$ cat src/rtl/shift_unit_arbiter_if.sv
// rtl/shift_unit_arbiter_if.sv - request/response bundle for the shared shifter
// Two requester ports plus the single result port; the arbiter takes the slave side.
interface shift_unit_arbiter_if #(
  parameter int WIDTH   = 32,
  parameter int SHAMT_W = 5
);
  logic               req0_valid;
  logic               req0_ready;
  logic [WIDTH-1:0]   req0_data;
  logic [SHAMT_W-1:0] req0_shamt;
  logic               req0_op;
  logic               req1_valid;
  logic               req1_ready;
  logic [WIDTH-1:0]   req1_data;
  logic [SHAMT_W-1:0] req1_shamt;
  logic               req1_op;
  logic               resp_valid;
  logic               resp_ready;
  logic [WIDTH-1:0]   resp_data;
  logic               resp_id;

  modport master (
    output req0_valid, req0_data, req0_shamt, req0_op,
    output req1_valid, req1_data, req1_shamt, req1_op,
    output resp_ready,
    input  req0_ready, req1_ready, resp_valid, resp_data, resp_id
  );

  modport slave (
    input  req0_valid, req0_data, req0_shamt, req0_op,
    input  req1_valid, req1_data, req1_shamt, req1_op,
    input  resp_ready,
    output req0_ready, req1_ready, resp_valid, resp_data, resp_id
  );
endinterface

$ cat src/rtl/shift_unit_arbiter.sv
// rtl/shift_unit_arbiter.sv - round-robin arbiter sharing one barrel shifter
// Two ALU lanes share a single SLL/SRA datapath; one registered result stage.
module shift_unit_arbiter #(
  parameter int WIDTH   = 32,
  parameter int SHAMT_W = 5
) (
  input  logic                clock,
  input  logic                reset,
  shift_unit_arbiter_if.slave bus
);
  logic               resp_valid_q, resp_valid_d;
  logic [WIDTH-1:0]   resp_data_q, resp_data_d;
  logic               resp_id_q, resp_id_d;
  logic               last_grant_q, last_grant_d;
  logic [7:0]         gnt_cnt0_q, gnt_cnt0_d;
  logic [7:0]         gnt_cnt1_q, gnt_cnt1_d;
  logic               can_accept, grant0, grant1, acc0, acc1;
  logic [WIDTH-1:0]   sel_data;
  logic [SHAMT_W-1:0] sel_shamt;
  logic               sel_op;

  // Log2-staged shifter: stage i moves the operand by 2**i when shamt bit i is set.
  function automatic logic [WIDTH-1:0] barrel(input logic [WIDTH-1:0] d,
                                              input logic [SHAMT_W-1:0] s,
                                              input logic op);
    logic [WIDTH-1:0] x;
    x = d;
    for (int i = 0; i < SHAMT_W; i++) begin
      if (s[i]) begin
        if (op) x = $signed(x) >>> (1 << i);
        else    x = x << (1 << i);
      end
    end
    return x;
  endfunction

  assign can_accept = !resp_valid_q || bus.resp_ready;
  assign grant0     = bus.req0_valid && (!bus.req1_valid || last_grant_q);
  assign grant1     = bus.req1_valid && (!bus.req0_valid || !last_grant_q);

  assign bus.req0_ready = !reset && can_accept && grant0;
  assign bus.req1_ready = !reset && can_accept && grant1;
  assign acc0           = bus.req0_valid && bus.req0_ready;
  assign acc1           = bus.req1_valid && bus.req1_ready;

  assign sel_data  = acc1 ? bus.req1_data  : bus.req0_data;
  assign sel_shamt = acc1 ? bus.req1_shamt : bus.req0_shamt;
  assign sel_op    = acc1 ? bus.req1_op    : bus.req0_op;

  assign bus.resp_valid = resp_valid_q;
  assign bus.resp_data  = resp_data_q;
  assign bus.resp_id    = resp_id_q;

  always_comb begin
    resp_valid_d = resp_valid_q;
    resp_data_d  = resp_data_q;
    resp_id_d    = resp_id_q;
    last_grant_d = last_grant_q;
    gnt_cnt0_d   = gnt_cnt0_q;
    gnt_cnt1_d   = gnt_cnt1_q;
    if (acc0 || acc1) begin
      resp_valid_d = 1'b1;
      resp_data_d  = barrel(sel_data, sel_shamt, sel_op);
      resp_id_d    = acc1;
      last_grant_d = acc1;
      if (acc0 && gnt_cnt0_q != 8'hFF) gnt_cnt0_d = gnt_cnt0_q + 8'd1;
      if (acc1 && gnt_cnt1_q != 8'hFF) gnt_cnt1_d = gnt_cnt1_q + 8'd1;
    end else if (bus.resp_ready) begin
      resp_valid_d = 1'b0;
    end
  end

  // last_grant resets to 1 so requester 0 wins the first tie.
  always_ff @(posedge clock or posedge reset) begin
    if (reset) begin
      resp_valid_q <= 1'b0;
      resp_data_q  <= '0;
      resp_id_q    <= 1'b0;
      last_grant_q <= 1'b1;
      gnt_cnt0_q   <= 8'd0;
      gnt_cnt1_q   <= 8'd0;
    end else begin
      resp_valid_q <= resp_valid_d;
      resp_data_q  <= resp_data_d;
      resp_id_q    <= resp_id_d;
      last_grant_q <= last_grant_d;
      gnt_cnt0_q   <= gnt_cnt0_d;
      gnt_cnt1_q   <= gnt_cnt1_d;
    end
  end
endmodule
$ cat src/flat_wrapper.sv
// flat-port wrapper written by rule: the top's interface ports become plain ports
module shift_unit_arbiter_flat 
#(
  parameter int WIDTH   = 32,
  parameter int SHAMT_W = 5
)
  (clock, reset, bus_req0_valid, bus_req0_data, bus_req0_shamt, bus_req0_op, bus_req1_valid, bus_req1_data, bus_req1_shamt, bus_req1_op, bus_resp_ready, bus_req0_ready, bus_req1_ready, bus_resp_valid, bus_resp_data, bus_resp_id);
  shift_unit_arbiter_if #(.WIDTH(WIDTH), .SHAMT_W(SHAMT_W)) bus_i ();
  input  logic clock;
  input  logic reset;
  input wire logic [$bits(bus_i.req0_valid)-1:0] bus_req0_valid;
  input wire logic [$bits(bus_i.req0_data)-1:0] bus_req0_data;
  input wire logic [$bits(bus_i.req0_shamt)-1:0] bus_req0_shamt;
  input wire logic [$bits(bus_i.req0_op)-1:0] bus_req0_op;
  input wire logic [$bits(bus_i.req1_valid)-1:0] bus_req1_valid;
  input wire logic [$bits(bus_i.req1_data)-1:0] bus_req1_data;
  input wire logic [$bits(bus_i.req1_shamt)-1:0] bus_req1_shamt;
  input wire logic [$bits(bus_i.req1_op)-1:0] bus_req1_op;
  input wire logic [$bits(bus_i.resp_ready)-1:0] bus_resp_ready;
  output wire logic [$bits(bus_i.req0_ready)-1:0] bus_req0_ready;
  output wire logic [$bits(bus_i.req1_ready)-1:0] bus_req1_ready;
  output wire logic [$bits(bus_i.resp_valid)-1:0] bus_resp_valid;
  output wire logic [$bits(bus_i.resp_data)-1:0] bus_resp_data;
  output wire logic [$bits(bus_i.resp_id)-1:0] bus_resp_id;
  assign bus_i.req0_valid = bus_req0_valid;
  assign bus_i.req0_data = bus_req0_data;
  assign bus_i.req0_shamt = bus_req0_shamt;
  assign bus_i.req0_op = bus_req0_op;
  assign bus_i.req1_valid = bus_req1_valid;
  assign bus_i.req1_data = bus_req1_data;
  assign bus_i.req1_shamt = bus_req1_shamt;
  assign bus_i.req1_op = bus_req1_op;
  assign bus_i.resp_ready = bus_resp_ready;
  assign bus_req0_ready = bus_i.req0_ready;
  assign bus_req1_ready = bus_i.req1_ready;
  assign bus_resp_valid = bus_i.resp_valid;
  assign bus_resp_data = bus_i.resp_data;
  assign bus_resp_id = bus_i.resp_id;
  shift_unit_arbiter #(.WIDTH(WIDTH), .SHAMT_W(SHAMT_W)) u_core (.clock(clock), .reset(reset), .bus(bus_i));
endmodule
$ cat config.mk
export PLATFORM = sky130hd
export DESIGN_NAME = shift_unit_arbiter_flat
export DESIGN_NICKNAME = d
export VERILOG_FILES = /design/src/rtl/shift_unit_arbiter_if.sv /design/src/rtl/shift_unit_arbiter.sv /design/src/flat_wrapper.sv
export SDC_FILE = /design/constraint.sdc
export NUM_CORES = 1
export LEC_CHECK = 0
export ABC_AREA = 1
export CAP_MARGIN = 15
export CORE_MARGIN = 8
export CORE_UTILIZATION = 35
export CTS_CLUSTER_DIAMETER = 60
export DETAILED_ROUTE_END_ITERATION = 10
export PLACE_DENSITY = 0.58
export SLEW_MARGIN = 20
export SYNTH_ARGS = -nofsm -noshare
export SYNTH_HDL_FRONTEND = slang
export SYNTH_SLANG_ARGS = --single-unit
$ cat constraint.sdc
create_clock -name clock -period 6.7 [get_ports clock]
set_clock_uncertainty 0.05 [all_clocks]
set_input_delay 1.34 -clock clock [delete_from_list [all_inputs] [get_ports clock]]
set_output_delay 1.34 -clock clock [all_outputs]
set_load 0.05 [all_outputs]
After elaboration in Yosys (flattened, before gate mapping)
Index checks and enable logic that the tools add are counted.
Word-level totals
  bits in registers: 35
  bits in latches: 0
  memory bits (writable): 0
  bits in read-only memories: 0
  input bits: 81
  logic and storage cells: 37
  memories kept: 0
Cells by class
  $add $sub $neg: 0
  $mul: 0
  div/mod/pow operators: 0
  magnitude comparators: 0
  eq/ne operators: 0
  shift operators: 0
  mux-type cells: 16
  bitwise operators: 0
  reduce and logical (&&, ||, !) cells: 17
Operators with widths (number)
  $mux W32: 12
  $logic_and A1 B1 Y1: 7
  $logic_not A1 Y1: 5
  $mux W5: 1
  $logic_or A1 B1 Y1: 4
  $mux W1: 3
  $reduce_bool A2 Y1: 1

Longest topological paths before layout
Gate-level depths: netlist of run 1.
  depth after elaboration: 17
  mapped depth: 22

Least setup slack after synthesis of run 1
Ideal clock, no wire load.
  path type: in2out
  start point: in reset
  end point: out bus_req1_ready
  arrival time: 2.800 ns
  data required time: 5.310 ns
  setup slack: 2.510 ns
  cell stages on the path: 5
  path buffers: 2
  path through: inv_1 -> nand2_2 -> nor2_4 -> buf_8 -> buf_4
Between the ends
  longest elaborated chain between the ends: 3
Ends and longest elaborated chain
  start, declared: RTL line flat_wrapper.sv:10  | input logic reset;
  $logic_not A1 Y1: RTL line shift_unit_arbiter.sv:42  | assign bus.req1_ready = !reset && can_accept && grant1;
  $logic_and A1 B1 Y1 (2 in series): RTL line shift_unit_arbiter.sv:42
  end, declared: RTL line flat_wrapper.sv:21  | output wire logic [$bits(bus_i.req1_ready)-1:0] bus_req1_ready;
No other way between the ends.

Worst setup path after layout of run 1
  start point: in bus_resp_ready
  end point: reg u_core.resp_data_q[29], in the netlist u_core.bus.resp_data[29]
Between the ends
  longest elaborated chain between the ends: 16
Ends and longest elaborated chain
  start, declared: RTL line flat_wrapper.sv:19  | input wire logic [$bits(bus_i.resp_ready)-1:0] bus_resp_ready;
  $logic_or A1 B1 Y1 *: RTL line shift_unit_arbiter.sv:37  | assign can_accept = !resp_valid_q || bus.resp_ready;
  $logic_and A1 B1 Y1 *: RTL line shift_unit_arbiter.sv:41, shift_unit_arbiter.sv:42
  $logic_and A1 B1 Y1: RTL line shift_unit_arbiter.sv:42
  $logic_and A1 B1 Y1: RTL line shift_unit_arbiter.sv:44  | assign acc1 = bus.req1_valid && bus.req1_ready;
  $mux W32 or $mux W1 (tied branches): RTL line shift_unit_arbiter.sv:46, shift_unit_arbiter.sv:48
  $mux W32: RTL line shift_unit_arbiter.sv:30  | if (op) x = $signed(x) >>> (1 << i);
  $mux W32: RTL line shift_unit_arbiter.sv:29  | if (s[i]) begin
  $mux W32: RTL line shift_unit_arbiter.sv:61  | if (acc0 || acc1) begin
  $mux W32: RTL line shift_unit_arbiter.sv:30
  $mux W32: RTL line shift_unit_arbiter.sv:29
  $mux W32: RTL line shift_unit_arbiter.sv:30
  $mux W32: RTL line shift_unit_arbiter.sv:29
  $mux W32: RTL line shift_unit_arbiter.sv:30
  $mux W32: RTL line shift_unit_arbiter.sv:29
  $mux W32: RTL line shift_unit_arbiter.sv:30
  $mux W32: RTL line shift_unit_arbiter.sv:29
  end signal, assigned: RTL line shift_unit_arbiter.sv:84  | resp_data_q <= resp_data_d;
  end, declared: RTL line shift_unit_arbiter.sv:12  | logic [WIDTH-1:0] resp_data_q, resp_data_d;
Mark *: on every way between the ends. The rest lies on a longest branch, timed or not. The select of a mux whose other input is x is not followed.
A chain may end at the register's enable or synchronous reset.

==> results.yml, run 1 <==
global_routing:
  antenna_found_initial: 0
  grt_first_pass_wirelength_mm: 29.99
  grt_pass1_vias: 5776
  grt_start_max_net_pins: 61
  overflow: 0
  track_usage: 0.1968
layout:
  nets: 1104
  postLayoutCoreUtil: 0.4399
  num-fill-cells: 1571
  diodes: 0
  drive_gt1_frac: 0.07617
  area_growth_pct: 24.46
logic_synthesis:
  synth-seq-area-share: 0.1727
  synthCells: 951
  synth_top_family_by_area: "simple AND/OR/NAND/NOR gates"
  post_synth_xor_area_fraction: 0
  ys_seq_elements: 35
  synthDistinctLibCells: 29
  synthAdderAreaFrac: 0
  synthMuxAreaShare: 0.001971
  synth_compound_area_frac: 0.05790
  synthesis.nets: 1032
  syn_avg_cell_area_sq_um: 5.340
  ys.warnings.count: 0
  synth.cell_area_sq_mm: 0.005079
  synth-simple-area-share: 0.6600
sta:
  final_hold_viol_count: 0
  min_period_ns: 4.758
  min_period_over_period: 0.7102
  rsz0062_at_grt: "false"
  slew_viol_final: 0
  worst_pin_slew_ns: 1.078
  relSlewSlack: 0.2803
  finalSetupViolations: 0
  max_freq_mhz: 210.2
  finalSetupTns_ns: 0
worst_setup_path:
  start_kind: "input pin"
  rrSetupSlack_ns: 3.02
  endpoint: "u_core.bus.resp_data[29]"
  worstPathArrival_ns: 4.93
  crit_type: "input pin to flop"
  reg2reg_from: "u_core.last_grant_q"
  r2r_cells: 19
  crit_required_ns: 6.87
  cp-startpoint: "bus_resp_ready"
  end_kind: "flop"
  rr_endpoint: "u_core.bus.resp_data[29]"
  crit_fanout: 42
clock_tree:
  cts_hold_buf: 0
  cts.sinks: 35
  cts-root-buf: "clkbuf_16"
  clk_latency_ns: 0.28
  cts_inserted_buffers: 5
  cts.htree.levels: 2
  cts_tree: "yes"
  cts_resized: 0
  path_clk_slew_ns: 0.06
  postCtsSetupBuffers: 0
  clock_path_buffers: 2
routing:
  viasPerCell: 5.070
  wl_mm: 18.25
  drtIter0Drc: 623
  vias: 6125
  wl_per_cell_microns: 15.10
  drt_pre_antenna_iters: 6
  drc: 0
  antenna_left: 0
power_and_ir_drop:
  finalPower_mw: 1.810
  p_sw_mw: 0.9553
  switching_share: 0.5277
  leakage_nw: 3.242
  pwr_density_cell_mw_per_mm2: 286.4
  p_comb_frac: 0.656
  p_int_mw: 0.8550
  peakVddDrop_mv: 0.2172
  clock_power_share: 0.153
  power_frac_seq: 0.191
place:
  place_congestion: 0.9283
  dpl.hpwl_mm: 14.07
  portBuffers: 116
run:
  cap_violations: 0
run_status:
  status: "complete, no violations"
min_path:
  hp-class: "flop to flop"
floorplanning:
  core-area_sq_mm: 0.01437
  die_x_microns: 136.5
  initial_utilization: 0.3534
  die_area_sq_mm: 0.01862
  rows: 44
  io_pins: 117
  die_y_microns: 136.5
## worst max-delay path: stages
cell and delay [ns]:
clkdlybuf4s50_1 0.47, inv_2 0.04, a21oi_2 0.20, nand2_4 0.27
nand2_1 0.20, nand2_4 0.28, nor2_1 0.73, buf_4 0.36
nand2_1 0.08, nand3_1 0.12, nand2_1 0.07, nand3_1 0.14
nand2_1 0.07, nand3_1 0.18, nand2_1 0.07, nand3_1 0.15
nand2_1 0.07, inv_1 0.05
## state kept, by name, indices dropped and copies added, names as in the netlist
name,count
u_core.bus.resp_id,1
u_core.bus.resp_valid,1
u_core.bus.resp_data,32
u_core.last_grant_q,1
## placed cells by master (no fill, tap or decap), drive strengths merged
cell,n
a21oi,32
buf,6
bufinv,1
clkbuf,6
clkdlybuf4s50,116
clkinv,1
dfrtp,34
dfstp,1
inv,45
mux2i,1
nand2,516
nand3,178
nand4,12
nor2,42
o211ai,1
o21ai,23
o21bai,1
or2,8
## power by group through the flow
stage / Sequential (mW) / Clock, mW / Combinational, mW
final: 0.346 / 0.277 / 1.19
after global routing: 0.356 / 0.290 / 1.30
after CTS: 0.347 / 0.279 / 1.19
after detailed placement: 0.348 / 0 / 1.19
after global placement: 0.350 / 0 / 1.19
after floorplan: 0.620 / 0 / 0.555
## cells by family after synthesis
kind of cell           count (synthesis)
AO/OA/AOI/OAI                         57
buffers and inverters                102
flip-flops                            35
multiplexers                           1
AND/OR/NAND/NOR                      756
## cells in the mapped netlist, drive strengths merged
library cell,number,share of area
mux2i,1,0.0020
dfstp,1,0.0052
o21bai,1,0.0015
nor2,42,0.037
dfrtp,34,0.17
o211ai,1,0.0015
buf,50,0.069
nand3,178,0.20
clkbuf,7,0.0052
nand2,516,0.40
o21ai,23,0.023
nand4,12,0.015
or2,8,0.0099
inv,45,0.033
a21oi,32,0.032
## worst min path at each step
stage | from | endpoint | slack, ns | cells after the start
finish | u_core.bus.resp_id | u_core.bus.resp_id | 0.44 | 2
global route | u_core.last_grant_q | u_core.last_grant_q | 0.47 | 2
CTS | u_core.bus.resp_id | u_core.bus.resp_id | 0.44 | 2
detailed placement | u_core.bus.resp_id | u_core.bus.resp_id | 0.41 | 2
global placement | u_core.bus.resp_id | u_core.bus.resp_id | 0.42 | 2
floorplan | u_core.last_grant_q | u_core.last_grant_q | 0.41 | 2
## metrics by stage
stage	cell area (sq um)	std cells	worst slack, ns	hold slack (ns)
4_1_cts	6319	1208	1.983	0.4369
5_1_grt	6321	1208	1.617	0.4671
2_1_floorplan	5079	951	2.510	0.4081
3_3_place_gp	6145	1200	1.743	0.4153
6_report	6321	1208	1.942	0.4356
3_5_place_dp	6145	1200	1.696	0.4113
## cell type report
type | instances | area [sq um] | share of cell area
well taps | 184 | 230.2 | 0.03642
repair buffers | 122 | 1206 | 0.1908
flip-flops and latches | 35 | 877.1 | 0.1388
clock buffers | 6 | 138.9 | 0.02197
multi-input cells | 814 | 3665 | 0.5798
inverters | 45 | 168.9 | 0.02672
clock inverters | 2 | 35.03 | 0.005542
## per-layer routing
metal,vias up,part of all wire,track usage
li1,3164,-,-
met1,2769,0.47,0.2617
met2,167,0.47,0.3242
met3,25,0.046,0.03215
met4,0,0.020,0.04637
met5,-,0,0
(Power assumes the default switching activity.)
==> run 2: changes to the inputs <==
--- a/config.mk
+++ b/config.mk
@@ -11,7 +11,7 @@
 export CORE_UTILIZATION = 35
 export CTS_CLUSTER_DIAMETER = 60
 export DETAILED_ROUTE_END_ITERATION = 10
-export PLACE_DENSITY = 0.58
+export PLACE_DENSITY = 0.61
 export SLEW_MARGIN = 20
 export SYNTH_ARGS = -nofsm -noshare
 export SYNTH_HDL_FRONTEND = slang
==> constraint.sdc (replaced) <==
create_clock -name clock -period 4 [get_ports clock]
set_clock_uncertainty 0.05 [all_clocks]
set_input_delay 0.8 -clock clock [delete_from_list [all_inputs] [get_ports clock]]
set_output_delay 0.8 -clock clock [all_outputs]
set_load 0.05 [all_outputs]
==> run 2 against run 1 <==
Register-to-register slack worse by 1.9 ns; final cell count rose by 1.3%; total power up 68%; first-iteration DRC count fell by 19%; sequential cell count did not move; critical endpoint is now bus_req0_ready; largest cell class unchanged.
==> results.yml, run 2 (synthesis results as in run 1) <==
global_routing:
  track_usage: 0.1916
  overflow: 0
  grt_start_max_net_pins: 60
  grt_pass1_vias: 5924
  antenna_found_initial: 0
  grt_first_pass_wirelength_mm: 29.52
worst_setup_path:
  worstPathArrival_ns: 2.65
  worst_path_largest_cell_delay_ns: 0.81
  crit_required_ns: 3.15
  cpMostUsedCell: "clkdlybuf4s50_1"
  cp_slowest_cell: "clkdlybuf4s50_1"
  crit_type: "input pin to primary output"
  r2r_cells: 19
  start_kind: "input pin"
  end_kind: "primary output"
  crit_path_cell_trace: "clkdlybuf4s50_1 -> inv_2 -> a21oi_2 -> o211ai_1 -> inv_1 -> clkdlybuf4s50_1"
  crit_fanout: 3
place:
  dp.cells: 1216
  place_congestion: 0.9784
  dpl.hpwl_mm: 14.17
  portBuffers: 116
sta:
  finalSetupViolations: 0
  max_freq_mhz: 285.8
  worst_pin_slew_ns: 0.5324
  min_period_over_period: 0.8746
  relSlewSlack: 0.6446
  finalSetupTns_ns: 0
  min_period_ns: 3.498
  slew_viol_final: 0
  rsz0062_at_grt: "false"
  final_hold_viol_count: 0
  holdWs_ns: 0.4271
clock_tree:
  cts_tree: "yes"
  clk_latency_ns: 0.28
  cts_hold_buf: 0
  cts-root-buf: "clkbuf_16"
  cts.htree.levels: 2
  cts_resized: 0
  cts.sinks: 35
  path_clk_slew_ns: 0.06
  clock_path_buffers: 2
  cts_inserted_buffers: 5
  postCtsSetupBuffers: 0
floorplanning:
  core-area_sq_mm: 0.01437
  rows: 44
  die_y_microns: 136.5
  die_area_sq_mm: 0.01862
  initial_utilization: 0.3534
  die_x_microns: 136.5
  io_pins: 117
run_status:
  status: "complete, no violations"
layout:
  diodes: 0
  postLayoutCoreUtil: 0.4509
  final_cell_mix: "nand2_1, nand3_1, clkdlybuf4s50_1"
  final_common_cell: "nand2_1"
  area_growth_pct: 27.57
  largest_reg_flops: 32
  drive_gt1_frac: 0.08942
  nets: 1120
  stdcell_count: 1224
routing:
  drt_pre_antenna_iters: 5
  wl_per_cell_microns: 14.55
  viasPerCell: 5.113
  wl_mm: 17.82
  antenna_left: 0
  drc: 0
  vias: 6258
  drtIter0Drc: 506
power_and_ir_drop:
  peakVddDrop_mv: 0.2679
  leakage_nw: 3.335
  finalPower_mw: 3.039
  pwr_density_cell_mw_per_mm2: 469.1
min_path:
  whs_path_depth: 2
  hp-class: "flop to flop"
run:
  cap_violations: 0
run 2: metrics by stage:
step	setup WS [ns]	area, sq um
global route	0.2814	6479
finish	0.5015	6479
floorplan	0.6367	5079
detailed placement	0.3374	6310
global placement	0.3983	6310
CTS	0.4827	6479
run 2: area by class of cell:
cell class	count	area, sq um
Clock buffer	5	125.1
Sequential cell	35	877.1
Clock inverter	3	43.79
Fill cell	1567	7890
Timing Repair Buffer	138	1374
Multi-Input combinational cell	814	3660
Tap cell	184	230.2
Inverter	45	168.9
run 2: per-layer routing:
metal	GRT usage	routed length (microns)	vias to the layer above
met1	0.2529	8099	2854
met2	0.3250	8679	176
li1	-	-	3207
met4	0.03844	246	0
met3	0.02587	791	21
met5	0	0	-
run 2: final timing paths:
path | endpoint | start | slack [ns]
max | bus_req0_ready | bus_resp_ready | 0.50
min | u_core.bus.resp_data[8] | u_core.bus.resp_data[8] | 0.43
max reg2reg | u_core.bus.resp_data[24] | u_core.last_grant_q | 1.15
min reg2reg | u_core.bus.resp_data[8] | u_core.bus.resp_data[8] | 0.43
max in group asynchronous | u_core.bus.resp_data[20] | reset | 2.60
min in group asynchronous | u_core.bus.resp_id | reset | 0.96
run 2: report_power, final:
part | switching (mW) | internal, mW
Combinational | 1.36 | 0.663
Sequential | 0.0792 | 0.492
Clock | 0.154 | 0.294
Total | 1.59 | 1.45
run 2: critical path, delay by kind of cell:
kind	cells	cell delay (ns)
buf+inv	4	1.46
compound gates	2	0.38
==> run 3: changes to the inputs <==
--- a/config.mk
+++ b/config.mk
@@ -10,8 +10,10 @@
 export CORE_MARGIN = 8
 export CORE_UTILIZATION = 35
 export CTS_CLUSTER_DIAMETER = 60
+export CTS_CLUSTER_SIZE = 20
 export DETAILED_ROUTE_END_ITERATION = 10
-export PLACE_DENSITY = 0.61
+export DONT_BUFFER_PORTS = 1
+export PLACE_DENSITY = 0.5
 export SLEW_MARGIN = 20
 export SYNTH_ARGS = -nofsm -noshare
 export SYNTH_HDL_FRONTEND = slang
==> run 3 against run 2 <==
Setup slack improved by 0.19 ns; non-clock buffer count decreased by 118; fmax increased by 5.7%; sequential share of layout area increased by 3.1 points.
==> results.yml, run 3 (synthesis results as in run 1) <==
run_status:
  status: "complete, no violations"
layout:
  multi_input_area_sq_mm: 0.003660
  register_area_sq_um: 877.1
  diodes: 0
  area_growth_pct: 3.548
  drive_gt1_frac: 0.09761
  final_common_cell: "nand2_1"
  nets: 1002
  largest_reg_flops: 32
  final_cell_mix: "nand2_1, nand3_1, inv_1"
  num-fill-cells: 1667
worst_setup_path:
  cp-startpoint: "u_core.bus.resp_valid"
  endpoint: "u_core.bus.resp_data[27]"
  end_kind: "flop"
  r2r_cells: 19
  crit_fanout: 33
  rr_endpoint: "u_core.bus.resp_data[27]"
  reg2reg_from: "u_core.bus.resp_valid"
  crit_required_ns: 4.13
  worst_path_largest_cell_delay_ns: 0.59
  worstPathArrival_ns: 3.44
  cp_slowest_cell: "dfrtp_1"
  start_kind: "flop"
  crit_path_cell_trace: "nand2_2 -> nand2_2 -> nor2_4 -> buf_4 -> nand2_4 -> nand2_4 -> inv_2 -> nand2_1 -> nand3_1 -> nand2_1 -> nand3_1 -> nand2_1 -> nand3_1 -> nand2_1 -> nand3_1 -> nand2_1 -> nand3_1 -> nand2_1 -> inv_1"
  worst-path-stages: 19
  crit_type: "flop to flop"
  rrSetupSlack_ns: 0.69
  critPathBufInv: 3
  cpMostUsedCell: "nand2_1"
  crit_family: "simple AND/OR/NAND/NOR gates"
global_routing:
  grt_pass1_vias: 5486
  grt_start_max_net_pins: 60
  overflow: 0
  track_usage: 0.1830
  antenna_found_initial: 0
  grt_first_pass_wirelength_mm: 27.75
sta:
  relSlewSlack: 0.6328
  worst_pin_slew_ns: 0.5508
  rsz0062_at_grt: "false"
  min_period_over_period: 0.8277
  max_freq_mhz: 302.1
  finalSetupViolations: 0
  final_hold_viol_count: 0
  finalSetupTns_ns: 0
  slew_viol_final: 0
  min_period_ns: 3.311
routing:
  vias: 5736
  wl_mm: 17.10
  viasPerCell: 5.186
  drc: 0
  drt_pre_antenna_iters: 5
  drtIter0Drc: 416
  antenna_left: 0
  wl_per_cell_microns: 15.46
clock_tree:
  cts_hold_buf: 0
  cts_resized: 0
  cts.htree.levels: 2
  clk_latency_ns: 0.28
  path_clk_slew_ns: 0.06
  cts-root-buf: "clkbuf_16"
  clock_path_buffers: 2
  postCtsSetupBuffers: 0
  cts.sinks: 35
  cts_tree: "yes"
  cts_inserted_buffers: 5
floorplanning:
  die_y_microns: 136.5
  rows: 44
  die_x_microns: 136.5
  initial_utilization: 0.3534
  io_pins: 117
  die_area_sq_mm: 0.01862
  core-area_sq_mm: 0.01437
place:
  dpl.hpwl_mm: 13.67
  place_congestion: 0.9238
  portBuffers: 0
run:
  cap_violations: 0
power_and_ir_drop:
  leakage_nw: 2.853
  finalPower_mw: 2.655
  peakVddDrop_mv: 0.2273
  pwr_density_cell_mw_per_mm2: 504.9
min_path:
  hp-class: "flop to flop"
[run 3: worst min-delay path: stages (launching register included)]
cell and delay, ns:
dfstp_2 0.38, nand2_1 0.07, nand2_1 0.05
[run 3: worst min path at each step]
stage | from | endpoint | slack, ns | cells after the start
global placement | u_core.last_grant_q | u_core.last_grant_q | 0.44 | 2
floorplan | u_core.last_grant_q | u_core.last_grant_q | 0.41 | 2
detailed placement | u_core.last_grant_q | u_core.last_grant_q | 0.44 | 2
global route | u_core.last_grant_q | u_core.last_grant_q | 0.50 | 2
finish | u_core.last_grant_q | u_core.last_grant_q | 0.45 | 2
CTS | u_core.last_grant_q | u_core.last_grant_q | 0.44 | 2
[run 3: cell type report]
| type | instances | share of cell area |
|---|---|---|
| tap | 184 | 0.04378 |
| sequential | 35 | 0.1668 |
| inverter | 45 | 0.03212 |
| multi-input combinational | 814 | 0.6959 |
| clock buffer | 7 | 0.02903 |
| clock inverter | 1 | 0.001428 |
| timing repair buffer | 20 | 0.03093 |
[run 3: power breakdown]
group | leakage (nW) | total, mW | internal, mW | switching, mW
logic | 2.36 | 1.17 | 0.367 | 0.804
clock network | 0.0761 | 0.415 | 0.265 | 0.150
registers | 0.414 | 1.07 | 0.483 | 0.586
[run 3: per-stage QoR]
stage	cell area, sq um	utilization	std cells	setup slack, ns	hold WS (ns)
after floorplan	5079	-	951	0.6367	0.4081
after global placement	5099	0.3548	1098	0.6098	0.4352
after detailed placement	5099	0.3548	1098	0.5918	0.4367
after CTS	5259	0.3660	1106	0.7028	0.4428
after global routing	5259	0.3660	1106	0.3688	0.4974
final	5259	0.3660	1106	0.6894	0.4475
[run 3: layer usage]
layer | share of wire | track usage
met1 | 0.44 | 0.2340
met2 | 0.47 | 0.2991
met3 | 0.067 | 0.04139
met4 | 0.024 | 0.05491
met5 | 0 | 0
